## config.mk

```make
export PLATFORM = sky130hd
export DESIGN_NAME = tdm_demux4
export DESIGN_NICKNAME = d
export VERILOG_FILES = /design/src/rtl/tdm_demux4.sv
export SDC_FILE = /design/constraint.sdc
export NUM_CORES = 1
export LEC_CHECK = 0
export ABC_CLOCK_PERIOD_IN_PS = 2300
export BUFFER_PORTS_ARGS = -buffer_cell sky130_fd_sc_hd__buf_2
export CORE_AREA = 2 2 39 41
export CTS_BUF_LIST = sky130_fd_sc_hd__clkbuf_16
export CTS_CLUSTER_SIZE = 30
export DETAILED_ROUTE_END_ITERATION = 6
export DIE_AREA = 0 0 41 43
export PLACE_DENSITY = 0.76
export SYNTH_ARGS = -nofsm -noshare
export SYNTH_HDL_FRONTEND = slang
export SYNTH_SLANG_ARGS = --single-unit
```

## constraint.sdc

```tcl
create_clock -name clk -period 2.3 [get_ports clk]
set_clock_uncertainty 0.15 [all_clocks]
set_input_delay 0.115 -clock clk [delete_from_list [all_inputs] [get_ports clk]]
set_output_delay 0.115 -clock clk [all_outputs]
set_load 0.02 [all_outputs]
```

## src/rtl/tdm_demux4.sv

```systemverilog
// Receive side of a 4-channel TDM link: slot tracking from frame sync, shadow capture, framed outputs.
// Optional parity slot enabled by defining TDM_DEMUX_PARITY_EN.
module tdm_demux4 #(
  parameter int WIDTH = 1
) (
  input  logic             clk,
  input  logic             reset,
  input  logic [WIDTH-1:0] din,
  input  logic             en,
  input  logic             sync,
  output logic [WIDTH-1:0] out0,
  output logic [WIDTH-1:0] out1,
  output logic [WIDTH-1:0] out2,
  output logic [WIDTH-1:0] out3,
  output logic             frame_valid,
  output logic             sync_err,
  output logic             par_err
);

`ifdef TDM_DEMUX_PARITY_EN
  localparam int L = 5;
`else
  localparam int L = 4;
`endif
  localparam logic [2:0] LAST = 3'(L - 1);

  typedef enum logic {HUNT, RUN} state_t;

  state_t           state_reg, state_next;
  logic [2:0]       slot_reg, slot_next;
  logic [WIDTH-1:0] sh_reg  [4];
  logic [WIDTH-1:0] sh_next [4];
  logic [WIDTH-1:0] out_reg [4];
  logic [WIDTH-1:0] out_next[4];
  logic             fv_reg, fv_next;
  logic             se_reg, se_next;
  logic             pe_reg, pe_next;

  always_comb begin
    state_next = state_reg;
    slot_next  = slot_reg;
    for (int i = 0; i < 4; i++) begin
      sh_next[i]  = sh_reg[i];
      out_next[i] = out_reg[i];
    end
    fv_next = 1'b0;
    se_next = 1'b0;
    pe_next = 1'b0;
    if (en) begin
      if (sync) begin
        // A sync anywhere but slot 0 of a running frame aborts the partial frame.
        se_next    = (state_reg == RUN) && (slot_reg != 3'd0);
        sh_next[0] = din;
        slot_next  = 3'd1;
        state_next = RUN;
      end else if (state_reg == RUN) begin
        if (slot_reg == 3'd0) begin
          se_next    = 1'b1;
          state_next = HUNT;
        end else if (slot_reg == LAST) begin
          for (int i = 0; i < 4; i++) out_next[i] = sh_reg[i];
`ifdef TDM_DEMUX_PARITY_EN
          pe_next = (din != (sh_reg[0] ^ sh_reg[1] ^ sh_reg[2] ^ sh_reg[3]));
`else
          // Without parity the last data slot bypasses its shadow register.
          out_next[3] = din;
`endif
          fv_next   = 1'b1;
          slot_next = 3'd0;
        end else begin
          sh_next[slot_reg[1:0]] = din;
          slot_next              = slot_reg + 3'd1;
        end
      end
    end
  end

  always_ff @(posedge clk or posedge reset) begin
    if (reset) begin
      state_reg <= HUNT;
      slot_reg  <= 3'd0;
      fv_reg    <= 1'b0;
      se_reg    <= 1'b0;
      pe_reg    <= 1'b0;
    end else begin
      state_reg <= state_next;
      slot_reg  <= slot_next;
      fv_reg    <= fv_next;
      se_reg    <= se_next;
      pe_reg    <= pe_next;
    end
  end

  genvar gi;
  generate
    for (gi = 0; gi < 4; gi++) begin : g_ch
      always_ff @(posedge clk or posedge reset) begin
        if (reset) begin
          sh_reg[gi]  <= '0;
          out_reg[gi] <= '0;
        end else begin
          sh_reg[gi]  <= sh_next[gi];
          out_reg[gi] <= out_next[gi];
        end
      end
    end
  endgenerate

  assign out0        = out_reg[0];
  assign out1        = out_reg[1];
  assign out2        = out_reg[2];
  assign out3        = out_reg[3];
  assign frame_valid = fv_reg;
  assign sync_err    = se_reg;
  assign par_err     = pe_reg;

endmodule

```

==> flow_metrics.tcl <==
set metrics [dict create \
    antenna_cells 0 \
    r2r_start "slot_reg[0]" \
    synth_area_um2 659 \
    grt_usage 0.154 \
    grt_overflow 0 \
    yosysWarnings 0 \
    start_kind "flip-flop" \
    yosys_register_bits 13 \
    cts_htree_levels 1 \
    cp_max_fo 6 \
    rsz0062_at_grt "false" \
    multiInputGateArea_um2 297 \
    final_nets 78 \
    power.leakage_uw 0.000435 \
    cp.arrival_ns 1.90 \
    maxSlewViolCount 0 \
    hold_path.class "in -> reg" \
    die-area_um2 1760 \
    tns_ns 0 \
    ys_seq_area_frac 0.493 \
    period_minus_slack_ns 1.93 \
    rrSetupSlack_ns 0.37 \
    cts_setup_buffers 0 \
    nFillCells 117 \
    routed_wl_mm 1.09 \
    root_buffer "clkbuf_16" \
    rr_endpoint "out1" \
    worst_pin_slew_ns 0.509 \
    max_slew_margin 0.660 \
    fp.coreArea_um2 1380 \
    first_pass_iters 2 \
    synthesis.nets 63 \
    globalplace.congestion 0.798 \
    syn_to_final_growth_pct 22.8 \
    insertion_delay_ns 0.24 \
    via_per_inst 5.04 \
    grt_pass1_vias 406 \
    io_pins 12 \
    grt_pass1_wl_mm 1.75 \
    final_cell_mix "dfrtp_1 (13), buf_2 (10), inv_1 (6), mux2_4 (4), ha_1 (4)" \
    critPathCaptureType "flip-flop" \
    setup_viol 0 \
    hold_viol_final 0 \
    ir_worst_vdd_v 0.000525 \
    ctsHoldBuffers 2 \
    worstSetupStartpoint "slot_reg[0]" \
    drt_iter0_drc 5 \
    crit_chain "inv_1, ha_1, or4_4, mux2_4" \
    slowest_delay_ns 0.61 \
    fmax_mhz 519 \
    holdPathStages 2 \
    final_common_cell "dfrtp_1" \
    drv_cap 0 \
    layout-drive-gt1-share 0.338 \
    cellPowerDensity_nw_per_um2 1200 \
    vias 423 \
    reg2reg_depth 4 \
    placed_cells 78 \
    cts-resized-gates 0 \
    crit_family "simple AND/OR/NAND/NOR gates" \
    regArea_um2 325 \
    row_count 14 \
    max-clock-path-buffers 2 \
    grt_antenna_before_repair 0 \
    avgSynthCellArea_um2 12.2 \
    grt_max_degree 14 \
    slowest_stage "or4_4" \
    critical_path.endpoint "out1" \
    layoutNonFillerInstCount 84 \
    clk_pin_slew_ns 0.04 \
    fin_crit_sh 0.838 \
    dieHeight_um 43 \
    die_width_um 41 \
    cts_tree "done" \
    critPathKind "reg -> reg" \
    initial_core_util 0.476 \
    crit_required_ns 2.27 \
    ant_nets 0 \
    synth_cells 54 \
    ys_types 24 \
    path_buf_inv 1 \
    post-dp-hpwl_um 784 \
    wl_per_cell_um 13.0 \
    path_depth 4 \
    drc_errors 0 \
    status "finished, final reports clean" \
    cts_sinks 13 \
    portBuffers 10 \
    numCtsBuffers 3 \
]
## worst reg2reg max path, stage by stage, from the launching register on
cell and delay (ns):
dfrtp_1 0.41, inv_1 0.09, ha_1 0.23, or4_4 0.61, mux2_4 0.32
## worst min path at each step
stage	from	to
detailed placement	reset	out0
finish	din	out3
global placement	reset	out1
floorplan	reset	frame_valid
global route	din	out3
CTS	din	sh_reg[1]
## synthesized netlist by cell type
cell | n | area, um2
o21ai_0 | 3 | 15.0
buf_4 | 1 | 7.51
mux2_4 | 4 | 60.1
or4_4 | 1 | 11.3
nand2_2 | 1 | 6.26
and3_1 | 1 | 6.26
buf_6 | 1 | 11.3
nand3_1 | 2 | 10.0
ha_1 | 4 | 50.1
xnor2_1 | 1 | 8.76
nor2b_1 | 1 | 6.26
o21bai_1 | 1 | 7.51
nand2b_1 | 1 | 6.26
nand3b_1 | 2 | 15.0
mux2_2 | 3 | 33.8
conb_1 | 1 | 3.75
nor2_1 | 2 | 7.51
inv_1 | 5 | 18.8
dfrtp_1 | 13 | 325
o21a_1 | 2 | 15.0
nand2_1 | 1 | 3.75
mux2i_1 | 1 | 10.0
o211a_1 | 1 | 10.0
and3b_2 | 1 | 10.0
## routing by layer
metal  wire length [um]  part of all wire  global-route usage  up-vias
met3                 61             0.056              0.0471        3
met2                500              0.46               0.213       13
met1                501              0.46               0.191      199
met5                  0                 0                   0        -
met4                 29             0.027               0.120        0
li1                   -                 -                   -      208
## final cells by class
cell class              count  share of cell area
clock inverters             1             0.00464
multi-input cells          34               0.366
flip-flops and latches     13               0.402
repair buffers             12              0.0866
well taps                  16              0.0247
clock buffers               3              0.0927
inverters                   5              0.0232
## stage by stage
| stage | worst slack [ns] | hold WS [ns] | total power, uW | area, um2 | util |
|---|---|---|---|---|---|
| floorplan | 0.409 | -0.158 | 576 | 659 | - |
| global placement | 0.427 | 0.000606 | 643 | 711 | 0.514 |
| detailed placement | 0.381 | 0.0170 | 651 | 711 | 0.514 |
| CTS | 0.368 | 0.00429 | 981 | 810 | 0.585 |
| global route | 0.306 | 0.00678 | 1030 | 810 | 0.585 |
| finish | 0.373 | 0.00268 | 972 | 810 | 0.585 |
## power breakdown
part           leakage, uW  switching (uW)  internal (uW)  total, uW
Clock            0.0000423            93.9            229        323
Combinational     0.000229             155            145        301
Sequential        0.000164            46.4            301        348
Total             0.000435             296            676        972
## logic make-up after synthesis
group,share of synthesized area
other,0.00569
and+or+nand+nor,0.125
DFF,0.493
xor gates and xnor gates,0.0133
buffers and inverters,0.0569
AOI/OAI and AO/OA,0.0721
adders and majority gates,0.0759
muxes,0.157
(Power assumes the default switching activity.)
